`src/rtl/mem_bus_arbiter.sv`:
```
// Two-master arbiter for a single memory port; all memory-side outputs registered.
// Build option: define MEM_ARB_ROUND_ROBIN_EN for round-robin, otherwise m0 has fixed priority.
module mem_bus_arbiter #(
  parameter int unsigned BITS_DATA   = 32,
  parameter int unsigned BITS_ADDR   = 16,
  parameter int unsigned MEM_LATENCY = 1
) (
  input  logic                 clk,
  input  logic                 reset,
  input  logic                 m0_req,
  input  logic                 m0_write,
  input  logic [BITS_ADDR-1:0] m0_addr,
  input  logic [BITS_DATA-1:0] m0_wdata,
  output logic                 m0_gnt,
  output logic                 m0_rvalid,
  input  logic                 m1_req,
  input  logic                 m1_write,
  input  logic [BITS_ADDR-1:0] m1_addr,
  input  logic [BITS_DATA-1:0] m1_wdata,
  output logic                 m1_gnt,
  output logic                 m1_rvalid,
  output logic [BITS_DATA-1:0] rdata,
  output logic [BITS_ADDR-1:0] mem_addr,
  output logic [BITS_DATA-1:0] mem_wdata,
  output logic                 mem_write,
  input  logic [BITS_DATA-1:0] mem_rdata,
  output logic                 busy
);

  generate
    if (MEM_LATENCY < 1 || MEM_LATENCY > 7) begin : gLatencyCheck
      $fatal(1, "mem_bus_arbiter: MEM_LATENCY must be in 1..7");
    end
  endgenerate

  typedef enum logic [1:0] {IDLE, ISSUE, WAIT, DONE} state_t;

  state_t     state;
  logic       winner;   // 1 = master 1 owns the current access
  logic       isWrite;  // mem_write drops after ISSUE, so the access kind is kept here
  logic [2:0] cnt;
  logic       pickM1;

`ifdef MEM_ARB_ROUND_ROBIN_EN
  logic lastM1;
  always_comb pickM1 = m1_req & (~m0_req | ~lastM1);
`else
  always_comb pickM1 = m1_req & ~m0_req;
`endif

  always_ff @(posedge clk or posedge reset) begin
    if (reset) begin
      state     <= IDLE;
      winner    <= 1'b0;
      isWrite   <= 1'b0;
      cnt       <= '0;
      m0_gnt    <= 1'b0;
      m1_gnt    <= 1'b0;
      m0_rvalid <= 1'b0;
      m1_rvalid <= 1'b0;
      rdata     <= '0;
      mem_addr  <= '0;
      mem_wdata <= '0;
      mem_write <= 1'b0;
      busy      <= 1'b0;
`ifdef MEM_ARB_ROUND_ROBIN_EN
      lastM1    <= 1'b1;
`endif
    end else begin
      case (state)
        IDLE: begin
          if (m0_req || m1_req) begin
            winner    <= pickM1;
            isWrite   <= pickM1 ? m1_write : m0_write;
            mem_write <= pickM1 ? m1_write : m0_write;
            mem_addr  <= pickM1 ? m1_addr : m0_addr;
            mem_wdata <= pickM1 ? m1_wdata : m0_wdata;
            m0_gnt    <= ~pickM1;
            m1_gnt    <= pickM1;
            busy      <= 1'b1;
            state     <= ISSUE;
          end
        end
        ISSUE: begin
          m0_gnt    <= 1'b0;
          m1_gnt    <= 1'b0;
          mem_write <= 1'b0;
          cnt       <= 3'(MEM_LATENCY - 1);
          state     <= WAIT;
        end
        WAIT: begin
          if (cnt == 3'd0) begin
            rdata     <= isWrite ? '0 : mem_rdata;
            m0_rvalid <= ~winner;
            m1_rvalid <= winner;
            state     <= DONE;
          end else begin
            cnt <= cnt - 3'd1;
          end
        end
        DONE: begin
          m0_rvalid <= 1'b0;
          m1_rvalid <= 1'b0;
          busy      <= 1'b0;
`ifdef MEM_ARB_ROUND_ROBIN_EN
          lastM1    <= winner;
`endif
          state     <= IDLE;
        end
        default: state <= IDLE;
      endcase
    end
  end

endmodule

```
`config.mk`:
```
export PLATFORM = sky130hd
export DESIGN_NAME = mem_bus_arbiter
export DESIGN_NICKNAME = d
export VERILOG_FILES = /design/src/rtl/mem_bus_arbiter.sv
export SDC_FILE = /design/constraint.sdc
export NUM_CORES = 1
export LEC_CHECK = 0
export CORE_ASPECT_RATIO = 0.75
export CORE_MARGIN = 1
export CORE_UTILIZATION = 44
export CTS_BUF_LIST = sky130_fd_sc_hd__clkbuf_4 sky130_fd_sc_hd__clkbuf_8
export CTS_CLUSTER_DIAMETER = 50
export CTS_CLUSTER_SIZE = 8
export DETAILED_ROUTE_END_ITERATION = 10
export PLACE_DENSITY = 0.88
export SLEW_MARGIN = 20
export SYNTH_ARGS = -nofsm -noshare
export SYNTH_HDL_FRONTEND = slang
export SYNTH_SLANG_ARGS = --single-unit
```
`constraint.sdc`:
```
create_clock -name clk -period 8.3 [get_ports clk]
set_clock_uncertainty 0.15 [all_clocks]
set_input_delay 1.66 -clock clk [delete_from_list [all_inputs] [get_ports clk]]
set_output_delay 1.66 -clock clk [all_outputs]
set_load 0.1 [all_outputs]
```
==> Word-level counts from Yosys, hierarchy flattened <==
Index checks and enable logic that the tools add are counted.
{ "word_totals": {"regBits": 93, "input_bits": 134} }
{ "classes": {"n_addsub": 1, "eq_ne": 6, "mux": 21, "n_bitwise": 4, "reduce_logical": 14} }
{ "ops": {"columns": ["op", "n"], "rows": [
  ["32-bit 2-to-1 mux", 2],
  ["16-bit 2-to-1 mux", 1],
  ["2-bit AND reduction", 7],
  ["1-bit case mux with 2 select lines", 6],
  ["2-bit case mux with 4 select lines", 1],
  ["2-bit nonzero test", 4],
  ["1-bit 2-to-1 mux", 7],
  ["2-bit != test, second input constant", 3],
  ["3-bit case mux with 2 select lines", 1],
  ["2-bit == test, second input constant", 2],
  ["2-bit 2-to-1 mux", 2],
  ["3-bit logical NOT", 1],
  ["3-bit 2-to-1 mux", 1],
  ["1-bit NOT", 3],
  ["3-bit by 1-bit subtractor with 3-bit output, second input constant", 1],
  ["2-bit by 1-bit == test with 1-bit output, second input constant", 1],
  ["2-bit logical NOT", 1],
  ["1-bit AND", 1],
  ["1-bit logical OR", 1]
]} }

==> Longest topological paths before layout <==
Gate-level depths: netlist of run 1.
{ "depth": {"ltp_word": 5, "ltp_mapped": 8, "ltp_nobuf": 5} }

==> Worst setup path before layout of run 1 <==
No wires, ideal clock.
{ "synth_timing": {"path_kind": "in2reg", "startpoint": "input m1_req", "endpoint": "register mem_wdata[10]", "arrival_time_ns": 2.547, "path_slack_ns": 5.521, "path_stages": 6, "n_path_buf": 3, "cell_sequence": "buf_2 o21ai_2 buf_2 buf_2 nand2_1 o21ai_0"} }
{ "synth_between": {"elab_chain_len": 2, "word_cells_on_any_way": 4, "cone_classes": "mux (1); bitwise (1); reduce/logical (2)"} }
{ "synth_lines": {"columns": ["item", "line_no", "text"], "rows": [
  ["from (decl)", "16", "input logic m1_req,"],
  ["1-bit AND or 1-bit logical OR (tied branches)", "48, 72", null],
  ["32-bit 2-to-1 mux or 2-bit AND reduction (tied branches)", null, null],
  ["to (signal assigned)", "77", "mem_wdata <= pickM1 ? m1_wdata : m0_wdata;"],
  ["to (decl)", "24", "output logic [BITS_DATA-1:0] mem_wdata,"]
]} }
Parallel ways exist; a longest one is shown, timed or not.
A chain may end at the register's enable or synchronous reset.

==> Worst setup path after layout of run 1 <==
{ "layout_timing": {"startpoint": "register mem_write", "endpoint": "output mem_write"} }
{ "layout_lines": {"columns": ["item", "line_no", "text"], "rows": [
  ["from (decl)", "25", "output logic mem_write,"],
  ["from (signal assigned)", "75", "mem_write <= pickM1 ? m1_write : m0_write;"]
]} }
No word-level cell between the ends.

==> results.yml, run 1 <==
run_status:
  status: "complete, no violations"
setup_path:
  crit_required_ns: 6.49
  r2r_cells: 5
  critPathLaunchType: "register"
  cp_slowest_cell: "clkdlybuf4s50_1"
  arrival_ns: 1.93
  path_depth: 1
  cpPeakStageDelay_ns: 1.16
  critical_path_class: "register to output port"
  worst-path-max-fanout: 3
  crit_chain: "clkdlybuf4s50_1"
  worst_setup_path_end_kind: "output port"
  cp_num_buf_inv: 1
  path_delay_family: "buffers and inverters"
drt:
  routed_via_density: 4.927
  routed_wl_um: 11490
  drc: 0
  vias: 3730
  drtIter0Drc: 236
  wire_per_inst_um: 15.17
  drt_pass1_iterations: 4
  ant_nets: 0
sta:
  setup_viol: 0
  period_minus_slack_ns: 3.742
  fmax_ghz: 0.2672
  slew-limit-headroom_pct: 32.35
  tightest_slew_ns: 1.012
  drv_slew: 0
  fin_tns_setup_ns: 0
  hold_viol_final: 0
  rsz0062_at_grt: "no"
  period_share_pct: 45.08
clock_network:
  holdBufCountCts: 0
  cts_root_buf: "clkbuf_8"
  clk_pin_slew_ns: 0.09
  numCtsBuffers: 9
  cts.sinks: 93
  tritoncts: "yes"
  cts_resized: 0
  cts_max_level: 3
  cts_buffer_depth: 2
  cts_setup_buffers: 0
  worstSkewPairLatency_ns: 0.35
global_routing:
  grt_pass1_vias: 3660
  grt_use_total_pct: 23.12
  grt_first_pass_wirelength_um: 17800
  overflow: 0
  antenna_found_initial: 0
  grt_max_degree: 99
final_layout:
  drive_gt1_share_pct: 3.975
  fin_nets: 764
  stdcell_count: 757
  area_delta_synth_final_pct: 57.08
  n_antenna_cell: 0
  final_area_sq_um: 6721
die:
  core_area_sq_um: 9234
  die-area_sq_um: 10130
  rows: 30
  start_util_pct: 46.34
  io_pins: 220
  die_y_um: 87.41
  die_w_um: 115.9
synth:
  syn_nets: 559
  synth_cell_types: 30
  synth_area_sq_um: 4279
  synth_edf_count: 0
  yosysMostFrequentCell: "dfrtp_1"
  ys_warn_count: 0
  syn_avg_cell_area_sq_um: 10.21
  synth_largest_area_cell: "dfrtp_1"
  synth_seq_cells: 93
  yosysSeqAreaShare_pct: 54.39
  syn_inst: 419
  synth_top_area_share_pct: 54.39
  yosys-top-cells-area: "dfrtp_1, mux2i_1, o21ai_0"
  synth_common_cells: "dfrtp_1, nand2_1, o21ai_0"
  synth_ff_type: "dfrtp_1"
  async_reset_ff_share_pct: 100.0
placement:
  gp_congestion: 0.7780
  portBuffers: 219
  place_inst: 741
  hpwl_um: 8627
  placed_area_sq_um: 6499
hold_path:
  whs_path_depth: 2
  min_path_type: "register to register"
run:
  max_cap_violations: 0
final cells by class:
class	count	area (sq um)
clock buffer	9	123.9
clock inverter	7	98.84
fill	681	2512
inverter	11	43.79
multi-input combinational	286	1745
sequential	93	2327
tap	128	160.2
timing repair buffer	223	2222
per-layer routing:
metal  track usage, %  up-vias  part of all wire, %
met5                0        -                    0
met4            8.741        0                  2.4
met3            7.446       25                  8.7
met2            40.10      151                   50
met1            26.70     1737                   39
li1                 -     1817                    -
registers in the layout (all words and copies together), names as in the netlist, 2 cells and up:
register   flops
cnt            3
mem_addr      16
mem_wdata     32
rdata         32
state          2
placed cells by master (no fill, tap or decap), types with 2 or more instances in the layout:
master           synthesis  layout
clkinv_4                 0       2
o21ai_1                 10      10
o32ai_1                  2       2
o21ai_0                 73      73
dfrtp_1                 93      93
clkbuf_8                 0       9
buf_4                    2       4
nor3b_1                  2       2
mux2i_1                 53      53
bufinv_16                0       2
inv_1                   11      10
nor2_1                   4       4
a21oi_1                  4       4
ha_1                     6       6
nand2_1                 84      84
nand2b_1                36      35
clkdlybuf4s50_1          0     219
final timing paths:
path | slack [ns] | startpoint | to
worst max-delay path | 4.56 | mem_write | mem_write
worst min-delay path | 0.33 | rdata[7] | rdata[7]
worst max register to register | 6.04 | state[0] | mem_addr[12]
worst min register to register | 0.33 | rdata[7] | rdata[7]
max in group asynchronous | 5.39 | reset | mem_wdata[28]
min in group asynchronous | 1.52 | reset | rdata[22]
logic make-up (layout without fill, tap and decap cells):
family / Yosys count / in the layout / share of synthesized area, %
adder cells (fa/ha/maj): 6 / 6 / 1.754
buffers and inverters: 40 / 250 / 5.058
flip-flops: 93 / 93 / 54.39
AO/OA/AOI/OAI: 98 / 98 / 12.49
AND/OR/NAND/NOR: 128 / 128 / 13.65
multiplexers: 54 / 54 / 12.66
stage by stage:
step / worst slack [ns] / utilization, % / hold WS, ns
after global placement: 4.506 / 70.38 / 0.3102
final: 4.558 / 72.79 / 0.3339
after CTS: 4.532 / 72.79 / 0.3402
after global routing: 4.485 / 72.79 / 0.3647
after detailed placement: 4.412 / 70.38 / 0.3192
after floorplan: 4.070 / - / 0.2950
Power of run 1 is left out: the tool's default activity adds up to more than one toggle a clock period on the data nets, which glitch-free logic cannot reach.
==> run 2: changes to the inputs <==
--- a/config.mk
+++ b/config.mk
@@ -7,12 +7,12 @@
 export LEC_CHECK = 0
 export CORE_ASPECT_RATIO = 0.75
 export CORE_MARGIN = 1
-export CORE_UTILIZATION = 44
+export CORE_UTILIZATION = 41
 export CTS_BUF_LIST = sky130_fd_sc_hd__clkbuf_4 sky130_fd_sc_hd__clkbuf_8
 export CTS_CLUSTER_DIAMETER = 50
 export CTS_CLUSTER_SIZE = 8
 export DETAILED_ROUTE_END_ITERATION = 10
-export PLACE_DENSITY = 0.88
+export PLACE_DENSITY = 0.82
 export SLEW_MARGIN = 20
 export SYNTH_ARGS = -nofsm -noshare
 export SYNTH_HDL_FRONTEND = slang
==> constraint.sdc (replaced) <==
create_clock -name clk -period 3.8 [get_ports clk]
set_clock_uncertainty 0.15 [all_clocks]
set_input_delay 0.76 -clock clk [delete_from_list [all_inputs] [get_ports clk]]
set_output_delay 0.76 -clock clk [all_outputs]
set_load 0.1 [all_outputs]
==> run 2 against run 1 <==
Sequential cell count is the same. Via count down 1.0%. Wire length unchanged. Setup slack got worse by 3.6 ns. Sequential share of layout area hardly changed. Final cell count rose by 0.66%. Cell area fell by 0.13%. Global-route usage down 1.3 points. Non-clock buffer count rose by 1. Register-to-register slack worse by 4.3 ns. Critical path depth stayed put. Critical endpoint is now mem_addr[12].
==> results.yml, run 2 (same netlist as run 1, synthesis figures left out) <==
setup_path:
  worst-path-max-fanout: 2
  worst_setup_path_end_kind: "output port"
  timing.rr.end: "m1_rvalid"
  cp_slowest_cell: "clkdlybuf4s50_1"
  critical_path_class: "register to output port"
  r2r_cells: 6
  worstReg2RegStart: "state[0]"
  arrival_ns: 1.90
  path_delay_family: "buffers and inverters"
  ff2ff_setup_slack_ns: 1.75
  crit_required_ns: 2.89
  cpPeakStageDelay_ns: 1.15
  cp_num_buf_inv: 1
  critPathLaunchType: "register"
  crit_chain: "clkdlybuf4s50_1"
sta:
  fin_hold_ws_ns: 0.3314
  rsz0062_at_grt: "no"
  fin_tns_setup_ns: 0
  hold_viol_final: 0
  drv_slew: 0
  fmax_ghz: 0.3564
  tightest_slew_ns: 1.032
  period_minus_slack_ns: 2.806
  slew-limit-headroom_pct: 30.96
  period_share_pct: 73.84
  setup_viol: 0
die:
  core_area_sq_um: 9891
  die_w_um: 120.0
  io_pins: 220
  die_y_um: 90.48
  die-area_sq_um: 10850
  rows: 31
  start_util_pct: 43.26
drt:
  routed_via_density: 4.845
  drc: 0
  ant_nets: 0
  routed_wl_um: 11490
  vias: 3692
  drtIter0Drc: 223
  drt_pass1_iterations: 4
  wire_per_inst_um: 15.07
clock_network:
  cts_buffer_depth: 2
  cts_resized: 0
  tritoncts: "yes"
  holdBufCountCts: 0
  cts_max_level: 3
  cts.sinks: 93
  worstSkewPairLatency_ns: 0.36
  cts_root_buf: "clkbuf_8"
  clk_pin_slew_ns: 0.10
  cts_setup_buffers: 0
  numCtsBuffers: 9
placement:
  hpwl_um: 8637
  gp_congestion: 0.8019
  portBuffers: 219
final_layout:
  largest_registers: "mem_wdata (32), rdata (32), mem_addr (16)"
  n_antenna_cell: 0
  area_delta_synth_final_pct: 56.87
  drive_gt1_share_pct: 4.603
  fin_nets: 765
  layout_common_cells: "clkdlybuf4s50_1, dfrtp_1, nand2_1, o21ai_0, mux2i_1"
  final_common_cell: "clkdlybuf4s50_1"
global_routing:
  overflow: 0
  grt_first_pass_wirelength_um: 18490
  grt_max_degree: 99
  antenna_found_initial: 0
  grt_use_total_pct: 21.87
  grt_pass1_vias: 3776
run:
  max_cap_violations: 0
run_status:
  status: "complete, no violations"
hold_path:
  whs_path_depth: 2
  min_path_type: "register to register"
  min_to: "mem_wdata[31]"
  hp-start: "mem_wdata[31]"
run 2: changes by cell type in the layout (fill, tap and decap cells not counted), sizes merged:
cell and delta:
clkinv -3, inv +1, clkinvlp +3, clkbuf +1, bufinv -2, buf +4, clkdlybuf4s50 -3
run 2: how the worst max path moves through the flow:
| stage | from | to | slack [ns] | cells past startpoint |
|---|---|---|---|---|
| 2_1_floorplan | reset | busy | 0.47 | 1 |
| 3_3_place_gp | m0_req | mem_addr[6] | 0.96 | 5 |
| 3_5_place_dp | m0_req | mem_wdata[30] | 0.85 | 5 |
| 4_1_cts | mem_addr[12] | mem_addr[12] | 0.97 | 1 |
| 5_1_grt | mem_addr[12] | mem_addr[12] | 0.92 | 1 |
| 6_report | mem_addr[12] | mem_addr[12] | 0.99 | 1 |
run 2: layer usage:
layer	GRT usage, %	vias to the layer above	wire, um
met5	0	-	0
met2	37.93	145	5810
met4	6.458	0	182
met1	25.00	1710	4451
met3	8.081	16	1042
li1	-	1821	-
run 2: metrics by stage:
| stage | util, % | instance area, sq um | setup slack (ns) | std cells |
|---|---|---|---|---|
| after detailed placement | 66.06 | 6534 | 0.8534 | 746 |
| after CTS | 67.87 | 6713 | 0.9665 | 762 |
| after global routing | 67.87 | 6713 | 0.9249 | 762 |
| after global placement | 66.06 | 6534 | 0.9609 | 746 |
| after floorplan | - | 4279 | 0.4697 | 419 |
| final | 67.87 | 6713 | 0.9939 | 762 |
run 2: cell type report:
cell class / count / area (sq um)
sequential: 93 / 2327
tap: 132 / 165.2
clock inverter: 6 / 47.55
fill: 774 / 3178
inverter: 11 / 43.79
clock buffer: 10 / 131.4
multi-input combinational: 286 / 1750
timing repair buffer: 224 / 2247
Power of run 2 is left out for the same reason.
==> run 3: changes to the inputs <==
==> constraint.sdc (replaced) <==
create_clock -name clk -period 2.7 [get_ports clk]
set_clock_uncertainty 0.15 [all_clocks]
set_input_delay 0.54 -clock clk [delete_from_list [all_inputs] [get_ports clk]]
set_output_delay 0.54 -clock clk [all_outputs]
set_load 0.1 [all_outputs]
==> run 3 against run 2 <==
Non-clock buffer count decreased by 1. Wire length is 2.2% lower. Utilization down 1.4 points. Die area stayed put. Clock-buffer cell count is 1 lower. Global-route usage is 0.59 points lower. Cell area decreased by 2.1%. Register-to-register slack worse by 0.99 ns. Critical endpoint is now mem_write.
==> results.yml, run 3 (same netlist as run 1, synthesis figures left out) <==
final_layout:
  postLayoutCoreUtil_pct: 66.46
  largest_registers: "mem_wdata (32), rdata (32), mem_addr (16)"
  final_area_sq_um: 6574
  area_delta_synth_final_pct: 53.63
  nFillCells: 769
  fin_nets: 764
  final_common_cell: "clkdlybuf4s50_1"
  multi_input_area_sq_um: 1745
  n_antenna_cell: 0
  layout_common_cells: "clkdlybuf4s50_1, dfrtp_1, buf_4, nand2_1, o21ai_0"
  register_area_sq_um: 2327
  drive_gt1_share_pct: 17.65
run_status:
  status: "complete, no violations"
setup_path:
  path_delay_family: "buffers and inverters"
  worst-path-max-fanout: 49
  cp_num_buf_inv: 2
  cpPeakStageDelay_ns: 0.63
  critPathLaunchType: "input port"
  critical_path_class: "input port to register"
  crit_required_ns: 2.81
  arrival_ns: 2.12
  cp_slowest_cell: "clkdlybuf4s50_1"
  crit_chain: "clkdlybuf4s50_1 > nand2b_2 > buf_12 > o22ai_1 > o41ai_2"
  worst_setup_path_end_kind: "register"
global_routing:
  grt_first_pass_wirelength_um: 18220
  grt_use_total_pct: 21.28
  grt_pass1_vias: 3660
  antenna_found_initial: 0
  grt_max_degree: 99
  overflow: 0
clock_network:
  cts_max_level: 3
  tritoncts: "yes"
  cts_buffer_depth: 2
  cts_setup_buffers: 0
  numCtsBuffers: 9
  cts.sinks: 93
  clk_pin_slew_ns: 0.10
  cts_resized: 0
  holdBufCountCts: 0
  cts_root_buf: "clkbuf_8"
  worstSkewPairLatency_ns: 0.36
sta:
  fmax_ghz: 0.4975
  period_share_pct: 74.45
  fin_tns_setup_ns: 0
  tightest_slew_ns: 0.7916
  setup_viol: 0
  drv_slew: 0
  rsz0062_at_grt: "no"
  slew-limit-headroom_pct: 47.23
  period_minus_slack_ns: 2.010
  hold_viol_final: 0
placement:
  placed_area_sq_um: 6327
  hpwl_um: 8235
  portBuffers: 219
  gp_congestion: 0.7464
drt:
  wire_per_inst_um: 14.77
  routed_wl_um: 11240
  ant_nets: 0
  drtIter0Drc: 166
  routed_via_density: 4.863
  vias: 3701
  drc: 0
  drt_pass1_iterations: 7
die:
  die-area_sq_um: 10850
  die_w_um: 120.0
  start_util_pct: 43.26
  die_y_um: 90.48
  core_area_sq_um: 9891
  rows: 31
  io_pins: 220
run:
  max_cap_violations: 0
hold_path:
  min_path_type: "register to register"
-- run 3: worst paths after layout --
path,from,end,slack (ns),cells after the start
worst max-delay path,m0_req,mem_write,0.69,5
worst min-delay path,rdata[2],rdata[2],0.34,2
worst max register to register,state[0],rdata[5],0.76,5
worst min register to register,rdata[2],rdata[2],0.34,2
max in group asynchronous,reset,rdata[11],1.48,3
min in group asynchronous,reset,rdata[26],0.50,3
-- run 3: worst reg2reg max path, cell delays in order (launching register included) --
cell and delay [ns]:
dfrtp_1 0.42, inv_1 0.08, ha_1 0.31, nand3b_1 0.16
buf_4 0.46, o21ai_0 0.22
-- run 3: metal layers --
layer | wire (um) | vias up | part of all wire, % | track usage [%]
met3 | 1021 | 16 | 9.1 | 6.629
met2 | 5491 | 148 | 49 | 35.78
met1 | 4568 | 1727 | 41 | 26.53
met5 | 0 | - | 0 | 0
li1 | - | 1810 | - | -
met4 | 159 | 0 | 1.4 | 5.208
-- run 3: area by class of cell --
cell class / instances / share of cell area [%]
flip-flops and latches: 93 / 35.40
multi-input cells: 286 / 26.55
clock inverters: 7 / 1.865
inverters: 11 / 0.6852
well taps: 132 / 2.512
clock buffers: 9 / 1.884
repair buffers: 223 / 31.10
-- run 3: metrics by stage --
step / setup WS, ns / hold slack, ns / std cells
floorplan: 0.9183 / 0.2950 / 419
global placement: 0.4009 / 0.3119 / 745
detailed placement: 0.2838 / 0.3221 / 745
CTS: 0.6738 / 0.3438 / 761
global route: 0.5427 / 0.3721 / 761
finish: 0.6899 / 0.3373 / 761
Power of run 3 is left out for the same reason.
